[config.mk]
export PLATFORM = sky130hd
export DESIGN_NAME = wb_commit
export DESIGN_NICKNAME = d
export VERILOG_FILES = /design/src/rtl/wb_pkg.sv /design/src/rtl/wb_store_align.sv /design/src/rtl/wb_commit.sv
export SDC_FILE = /design/constraint.sdc
export NUM_CORES = 1
export LEC_CHECK = 0
export BUFFER_PORTS_ARGS = -buffer_cell sky130_fd_sc_hd__clkbuf_2
export CAP_MARGIN = 30
export CORE_AREA = 2 2 180 182
export CTS_CLUSTER_SIZE = 30
export DETAILED_ROUTE_END_ITERATION = 7
export DIE_AREA = 0 0 182 184
export RECOVER_POWER = 100
export SYNTH_ARGS = -nofsm -noshare
export SYNTH_HDL_FRONTEND = slang
export SYNTH_HIERARCHICAL = 1
export SYNTH_SLANG_ARGS = --single-unit
[constraint.sdc]
create_clock -name clk -period 7 [get_ports clk]
set_input_delay 1.05 -clock clk [delete_from_list [all_inputs] [get_ports clk]]
set_output_delay 1.05 -clock clk [all_outputs]
set_load 0.005 [all_outputs]
[src/rtl/wb_pkg.sv]
// Shared definitions for the writeback commit unit: control-store bit
// positions, store size encodings and the store-sequencing FSM states.
package wb_pkg;

    localparam int CSW_DEF = 53;
    localparam int PAW_DEF = 15;

    localparam int CS_REG1_WE  = 0;
    localparam int CS_REG2_WE  = 1;
    localparam int CS_SEG_WE   = 2;
    localparam int CS_FLAGS_WE = 3;
    localparam int CS_DF_WE    = 4;
    localparam int CS_MEM1_WE  = 5;
    localparam int CS_MEM2_WE  = 6;

    localparam logic [1:0] SZ_BYTE  = 2'd0;
    localparam logic [1:0] SZ_WORD  = 2'd1;
    localparam logic [1:0] SZ_DWORD = 2'd2;

    typedef enum logic [2:0] {
        ST_IDLE,
        ST_S1A,
        ST_S1B,
        ST_S2A,
        ST_S2B
    } state_t;

endpackage

[src/rtl/wb_store_align.sv]
// Forms one word-sized store beat (word address, lane-aligned data, byte
// enables) from a byte address and size. The high beat carries whatever
// bytes did not fit in the low word, starting at lane 0.
module wb_store_align
    import wb_pkg::*;
#(
    parameter int PAW = PAW_DEF
) (
    input  logic [PAW-1:0] pa_lo,
    input  logic [PAW-1:0] pa_hi,
    input  logic [1:0]     size,
    input  logic [31:0]    data,
    input  logic           spill,
    input  logic           high,
    output logic [PAW-3:0] addr,
    output logic [31:0]    wdata,
    output logic [3:0]     be
);

    logic [2:0] n;
    logic [2:0] k;
    logic [2:0] o;
    logic       unused_ok;

    // k is the number of bytes landing in the low word; the offset always
    // comes from the low address, even when forming the high beat.
    always_comb begin
        case (size)
            SZ_BYTE:  n = 3'd1;
            SZ_WORD:  n = 3'd2;
            SZ_DWORD: n = 3'd4;
            default:  n = 3'd4;
        endcase
        o = {1'b0, pa_lo[1:0]};
        k = spill ? (3'd4 - o) : n;
        if (high) begin
            addr  = pa_hi[PAW-1:2];
            wdata = data >> {k, 3'b000};
            be    = 4'((5'd1 << (n - k)) - 5'd1);
        end else begin
            addr  = pa_lo[PAW-1:2];
            wdata = data << {o, 3'b000};
            be    = 4'(((8'd1 << k) - 8'd1) << o);
        end
    end

    assign unused_ok = ^pa_hi[1:0];

endmodule

[src/rtl/wb_commit.sv]
// Writeback commit: retires register/flag/EIP updates in one cycle and
// sequences up to four store beats, stalling the WB latch until the last
// beat is accepted.
//
// state | meaning
// ------+------------------------------------------------------------
// IDLE  | no beat in flight; first beat of a new entry is offered now
// S1A   | store1 low beat (waiting for acceptance)
// S1B   | store1 high beat (spilled store1)
// S2A   | store2 low beat
// S2B   | store2 high beat (spilled store2)
module wb_commit
    import wb_pkg::*;
#(
    parameter int CSW = CSW_DEF,
    parameter int PAW = PAW_DEF
) (
    input  logic           clk,
    input  logic           rst,
    input  logic [CSW-1:0] cs,
    input  logic [31:0]    data1,
    input  logic [31:0]    data2,
    input  logic [31:0]    eip,
    input  logic [31:0]    neip,
    input  logic [PAW-1:0] pa1,
    input  logic [PAW-1:0] pa2,
    input  logic [PAW-1:0] pa3,
    input  logic [PAW-1:0] pa4,
    input  logic [1:0]     size1,
    input  logic [1:0]     size2,
    input  logic [5:0]     eflags,
    input  logic [1:0]     op_size,
    input  logic [2:0]     dr1,
    input  logic [2:0]     dr2,
    input  logic [2:0]     dr_seg,
    input  logic [1:0]     spill,
    input  logic           dflag,
    input  logic           v,
    input  logic           mem_ready,
    output logic           stall,
    output logic           retire,
    output logic           gpr_we1,
    output logic           gpr_we2,
    output logic [2:0]     gpr_dr1,
    output logic [2:0]     gpr_dr2,
    output logic [31:0]    gpr_data1,
    output logic [31:0]    gpr_data2,
    output logic [1:0]     gpr_size,
    output logic           seg_we,
    output logic [2:0]     seg_dr,
    output logic [15:0]    seg_data,
    output logic           flags_we,
    output logic [5:0]     flags_out,
    output logic           df,
    output logic           eip_we,
    output logic [31:0]    eip_out,
    output logic           mem_valid,
    output logic [PAW-3:0] mem_addr,
    output logic [31:0]    mem_data,
    output logic [3:0]     mem_be
);

    state_t state, state_nxt, cur, succ;
    logic   mem1, mem2, accept, done;
    logic   second, high, b_spill;
    logic   [PAW-1:0] b_pa_lo, b_pa_hi;
    logic   [1:0]     b_size;
    logic   [31:0]    b_data;
    logic   unused_ok;

    // State register; reset aborts any partially sent instruction.
    always_ff @(posedge clk) begin
        if (rst) state <= ST_IDLE;
        else     state <= state_nxt;
    end

    // Beat selection, successor, handshake, stall/retire and next state.
    // From IDLE the first beat is offered combinationally so a single-beat
    // store completes in one cycle.
    always_comb begin
        mem1 = v & cs[CS_MEM1_WE];
        mem2 = v & cs[CS_MEM2_WE];

        cur = state;
        if (state == ST_IDLE)
            cur = mem1 ? ST_S1A : (mem2 ? ST_S2A : ST_IDLE);

        succ = ST_IDLE;
        case (cur)
            ST_S1A:  succ = spill[0] ? ST_S1B : (mem2 ? ST_S2A : ST_IDLE);
            ST_S1B:  succ = mem2 ? ST_S2A : ST_IDLE;
            ST_S2A:  succ = spill[1] ? ST_S2B : ST_IDLE;
            default: succ = ST_IDLE;
        endcase

        mem_valid = v & ~rst & (cur != ST_IDLE);
        accept    = mem_valid & mem_ready;
        done      = accept & (succ == ST_IDLE);
        stall     = mem_valid & ~done;
        retire    = v & ~rst & ((cur == ST_IDLE) | done);

        state_nxt = cur;
        if (!v || cur == ST_IDLE) state_nxt = ST_IDLE;
        else if (accept)          state_nxt = succ;
    end

    // Operand mux for the shared beat formatter.
    always_comb begin
        second  = (cur == ST_S2A) || (cur == ST_S2B);
        high    = (cur == ST_S1B) || (cur == ST_S2B);
        b_pa_lo = second ? pa3 : pa1;
        b_pa_hi = second ? pa4 : pa2;
        b_size  = second ? size2 : size1;
        b_data  = second ? data2 : data1;
        b_spill = second ? spill[1] : spill[0];
    end

    wb_store_align #(.PAW(PAW)) u_align (
        .pa_lo (b_pa_lo),
        .pa_hi (b_pa_hi),
        .size  (b_size),
        .data  (b_data),
        .spill (b_spill),
        .high  (high),
        .addr  (mem_addr),
        .wdata (mem_data),
        .be    (mem_be)
    );

    // DF is the only architectural state held locally.
    always_ff @(posedge clk) begin
        if (rst)                        df <= 1'b0;
        else if (retire & cs[CS_DF_WE]) df <= dflag;
    end

    assign gpr_we1   = retire & cs[CS_REG1_WE];
    assign gpr_we2   = retire & cs[CS_REG2_WE];
    assign seg_we    = retire & cs[CS_SEG_WE];
    assign flags_we  = retire & cs[CS_FLAGS_WE];
    assign eip_we    = retire;
    assign gpr_dr1   = dr1;
    assign gpr_dr2   = dr2;
    assign gpr_data1 = data1;
    assign gpr_data2 = data2;
    assign gpr_size  = op_size;
    assign seg_dr    = dr_seg;
    assign seg_data  = data1[15:0];
    assign flags_out = eflags;
    assign eip_out   = neip;

    assign unused_ok = ^{eip, cs};

endmodule

**After elaboration in Yosys (flattened, before gate mapping)**

Cells that the tools add are included.

- Bits in registers: 4
- Latch bits: 0
- RAM bits: 0
- Bits in read-only memories: 0
- Word-level logic and storage cells: 59
- Memories kept: 0

- Add/sub/neg operators: 4
- Multiply operators: 0
- Divide/modulo/power cells: 0
- $lt $le $gt $ge: 0
- Eq/ne operators: 5
- Shift-type cells: 5
- Muxes and demuxes: 17
- Bitwise operators: 16
- Reductions and logical operators: 10

Operators by type and width:

| kind | count |
|---|---|
| $mux 32 | 2 |
| $shl 32x5->32 | 1 |
| $shr 32x6->32 | 1 |
| $mux 15 | 2 |
| $mux 3 | 6 |
| $and 1x1->1 | 13 |
| $mux 13 | 1 |
| $logic_not 3->1 | 3 |
| $pmux 3 s3 | 1 |
| $shl 1x3->8 const A | 1 |
| $shl 8x2->4 | 1 |
| $sub 8x1->8 const B | 1 |
| $eq 3x2->1 const B | 2 |
| $pmux 3 s2 | 1 |
| $mux 2 | 2 |
| $mux 4 | 1 |
| $shl 1x3->4 const A | 1 |
| $sub 4x1->4 const B | 1 |
| $eq 3x1->1 const B | 1 |
| $eq 3x3->1 const B | 1 |
| $logic_or 1x1->1 | 3 |
| $reduce_bool 3->1 | 1 |
| $sub 3x2->3 const A | 1 |
| $sub 3x3->3 | 1 |
| 7 further kinds | 8 |

**Depth between registers and ports, before layout**

- Depth in word-level cells: 14
- Mapped depth: 20
- Gate-level depth less buffers: 17

**Modules after synthesis**

Netlist, hierarchy kept.

Modules (own cells, without submodules):

| module | times used | cells each | area an instance (um2) | seq. area each (um2) |
|---|---|---|---|---|
| wb_commit | 1 | 256 | 2,419.8 | 80.1 |
| wb_store_align | 1 | 232 | 1,662.8 | 0.0 |

**Worst setup path before layout**

Ideal clock, no wire load.

- Path kind: input-to-output
- Start: input v
- End: output mem_be[2]
- Arrival: 5,060 ps
- Data required time: 5,950 ps
- Slack: 890 ps
- Stages: 19
- Path buffers: 3
- Path through: buf_4 -> nand3b_4 -> a211oi_2 -> a31oi_1 -> buf_2 -> mux2_2 -> clkbuf_1 -> clkinv_1 -> ha_1 -> xnor2_1 -> nand2_1 -> ha_1 -> nand2b_1 -> mux2_4 -> o211a_1 -> or3_2 -> ha_1 -> or3_1 -> a31oi_1

- Elaborated cells on any way between the ends: 25
- Classes of those cells: add/sub: 4; eq/ne: 4; shift: 3; mux: 9; bitwise: 2; reduce/logical: 3

RTL lines:

| what | line | text |
|---|---|---|
| from (decl) | wb_commit.sv:38 | `input logic v,` |
| $and 1x1->1 | wb_commit.sv:82 | `mem2 = v & cs[CS_MEM2_WE];` |
| $mux 2 | wb_commit.sv:86 | `cur = mem1 ? ST_S1A : (mem2 ? ST_S2A : ST_IDLE);` |
| $mux 3 (*) | wb_commit.sv:86 |  |
| $mux 3 (*) | wb_commit.sv:85 | `if (state == ST_IDLE)` |
| $eq 3x2->1 or $eq 3x3->1 (tied branches) | wb_commit.sv:109 | `second = (cur == ST_S2A) \|\| (cur == ST_S2B);` |
| $logic_or 1x1->1 (*) | wb_commit.sv:109 |  |
| $mux 15 (*) | wb_commit.sv:111 | `b_pa_lo = second ? pa3 : pa1;` |
| via b_pa_lo[0] | wb_commit.sv:66 | `logic [PAW-1:0] b_pa_lo, b_pa_hi;` |
| $sub 3x2->3 | wb_store_align.sv:35 | `k = spill ? (3'd4 - o) : n;` |
| $mux 3 | wb_store_align.sv:35 |  |
| $sub 3x3->3 or $shl 1x3->8 (tied branches) | wb_store_align.sv:39, wb_store_align.sv:43 |  |
| $shl 1x3->4 or $sub 8x1->8 (tied branches) | wb_store_align.sv:39, wb_store_align.sv:43 |  |
| $sub 4x1->4 or $shl 8x2->4 (tied branches) | wb_store_align.sv:39, wb_store_align.sv:43 |  |
| $mux 4 (*) | wb_store_align.sv:36 | `if (high) begin` |
| to (decl) | wb_commit.sv:60 | `output logic [3:0] mem_be` |

Mark *: on every way through the listed nets, which the timed path passes. The rest lies on a longest branch.

**Worst setup path in the final report**

Same ends and word-level chain as after synthesis.

==> out/metrics.yaml <==
floorplan:
  row_count: 65
  die_height_um: 184
  coreArea_mm2: 0.0314
  initial_core_util: 0.129
  chipWidth_um: 182
  io_pins: 456
  dieArea_mm2: 0.0335
placed_design:
  dp_hpwl_mm: 13.1
  gp_congestion: 0.784
  pre_cts_slack_ns: 0.654
  dp_cells: 1017
  port_buffers: 275
clock_tree:
  postCtsSetupBuffers: 0
  clk_pin_slew_worst_paths_ns: 0.03
  cts_sinks: 4
  cts_buffers: 3
  ctsResizeCount: 0
  insertion_delay_ns: 0.22
  ctsHoldBuffers: 0
  cts_root_buf: "clkbuf_16"
  tritoncts: "done"
  htreeDepth: 1
  cts_buffer_depth: 2
power_and_ir_drop:
  switchingPower_uw: 216
  power.internal_uw: 280
  clkPwrFrac: 0.177
  p_total_uw: 496
  ir_drop_mv: 0.0513
  power.density_mw_per_mm2: 104
  leakage_nw: 2.24
  seq_power_share: 0.051
  p_sw_frac: 0.436
  combPwrFrac: 0.772
critical_path:
  critPathArrivalTime_ns: 5.39
  path_cells: "clkbuf_1 -> nand3b_4 -> a211oi_2 -> a31oi_4 -> mux2_2 -> clkinv_1 -> ha_1 -> xnor2_1 -> nand2_1 -> ha_1 -> nand2b_1 -> mux2_4 -> o211a_1 -> or3_2 -> ha_1 -> or3_1 -> a31oi_1 -> clkbuf_1"
  cpMostUsedCell: "ha_1"
  r2r_cells: 4
  critPathMaxStageDelay_ns: 0.43
  crit_required_ns: 5.95
  crit_path_end_kind: "primary output"
  cp-start-kind: "primary input"
  critPathKind: "primary input to primary output"
  cp_slowest_cell: "or3_2"
  cp_max_fo: 9
timing:
  fmax_ghz: 0.155
  rsz0062_at_grt: "false"
  fin_crit_sh: 0.920
  period_needed_ns: 6.44
  tightest_slew_ns: 1.66
  final.setup.tns_ns: 0
  slew_viol_final: 44
  hold_viol_final: 0
  slew_headroom: -0.106
  worst_slack_ns: 0.557
  setup_viol_count_final: 0
  finClkSkew_ns: 0.00168
route:
  post-route-drc-count: 0
  drtIter0Drc: 154
  ant_nets: 0
  vias: 3999
  drt-total-wl_mm: 16.1
  wl_per_cell_um: 15.8
  via_per_inst: 3.92
  firstDrtPassIters: 5
status:
  violations: "max-capacitance violations, max-slew violations"
  status: "finished, violations left"
synth:
  synth_area_per_cell_um2: 8.34
  yosysWarnings: 6
  synth_cells: 486
  synthesis.nets: 760
  syn_area_mm2: 0.00405
global_routing:
  grt_overflow: 0
  grt_pass1_wl_mm: 22.6
  antenna_found_initial: 0
  grt_max_degree: 37
  grt_util_all_layers: 0.0876
  grt_pass1_vias: 3876
final_layout:
  syn_to_final_growth_pct: 17.9
  drive_gt1_frac: 0.451
  fin_cells: 1021
  finalCoreUtilization: 0.152
  nNetsFinal: 895
  antenna_cells: 0
hold_path:
  holdPathStages: 2
  min_path_type: "flop to flop"
run:
  drv_cap: 2
-- cell usage in the layout (no fill, tap or decap), types with 5 or more instances in the layout --
cell type and instances:
clkbuf_2 185, clkbuf_1 94, mux2i_1 48, mux2_4 44
nor2_1 34, mux2_2 28, nand2_1 25, a21oi_1 18
o221ai_1 15, o22ai_1 9, o21ai_0 8, nor3_1 8
buf_4 8, inv_1 6, mux2_1 6, a221o_1 6
nand2b_1 5, nor3b_1 5, ha_1 5
-- state kept, by name, indices dropped and copies added (netlist names) --
signal and count:
state 3, df 1
-- per-layer routing --
layer | vias up | GRT usage | share of wire
met2 | 232 | 0.169 | 0.52
met3 | 45 | 0.0107 | 0.074
met5 | - | 0 | 0
met1 | 1831 | 0.0948 | 0.37
met4 | 0 | 0.0394 | 0.036
li1 | 1891 | - | -
-- area by class of cell --
cell class	count	area [um^2]
fill	3668	26600
multi-input combinational	316	2740
timing repair buffer	288	1350
tap	402	503
sequential	4	80.1
clock buffer	3	75.1
inverter	8	30.0
-- final timing paths --
kind                       startpoint         endpoint  slack (ns)
hold reg to reg       df$_SDFFE_PP0P_  df$_SDFFE_PP0P_        0.47
hold / removal        df$_SDFFE_PP0P_  df$_SDFFE_PP0P_        0.47
setup reg to reg  state[1]$_SDFF_PP0_  df$_SDFFE_PP0P_        5.26
setup / recovery                    v        mem_be[2]        0.56
-- power by group through the flow --
stage                     Combinational (mW)  Clock [mW]  Sequential [mW]
after floorplan                        0.294           0           0.0242
after global placement                 0.394           0           0.0253
after detailed placement               0.401           0           0.0254
after CTS                              0.403      0.0893           0.0251
after global routing                   0.421      0.0904           0.0252
final                                  0.383      0.0880           0.0251
-- metrics by stage --
| step | area, um^2 | hold slack (ns) |
|---|---|---|
| after floorplan | 4050 | 0.464 |
| after global placement | 4850 | 0.460 |
| after detailed placement | 4870 | 0.470 |
| after CTS | 4950 | 0.476 |
| after global routing | 4780 | 0.518 |
| final | 4780 | 0.469 |
-- critical path: cells and delay by family --
kind | cells | cell delay (ns)
buf+inv | 3 | 0.60
simple gates | 5 | 1.18
xor+xnor | 1 | 0.19
compound gates | 4 | 0.90
mux | 2 | 0.62
fa+ha+maj | 3 | 0.84
No activity file was read; power rests on OpenSTA's default activity.
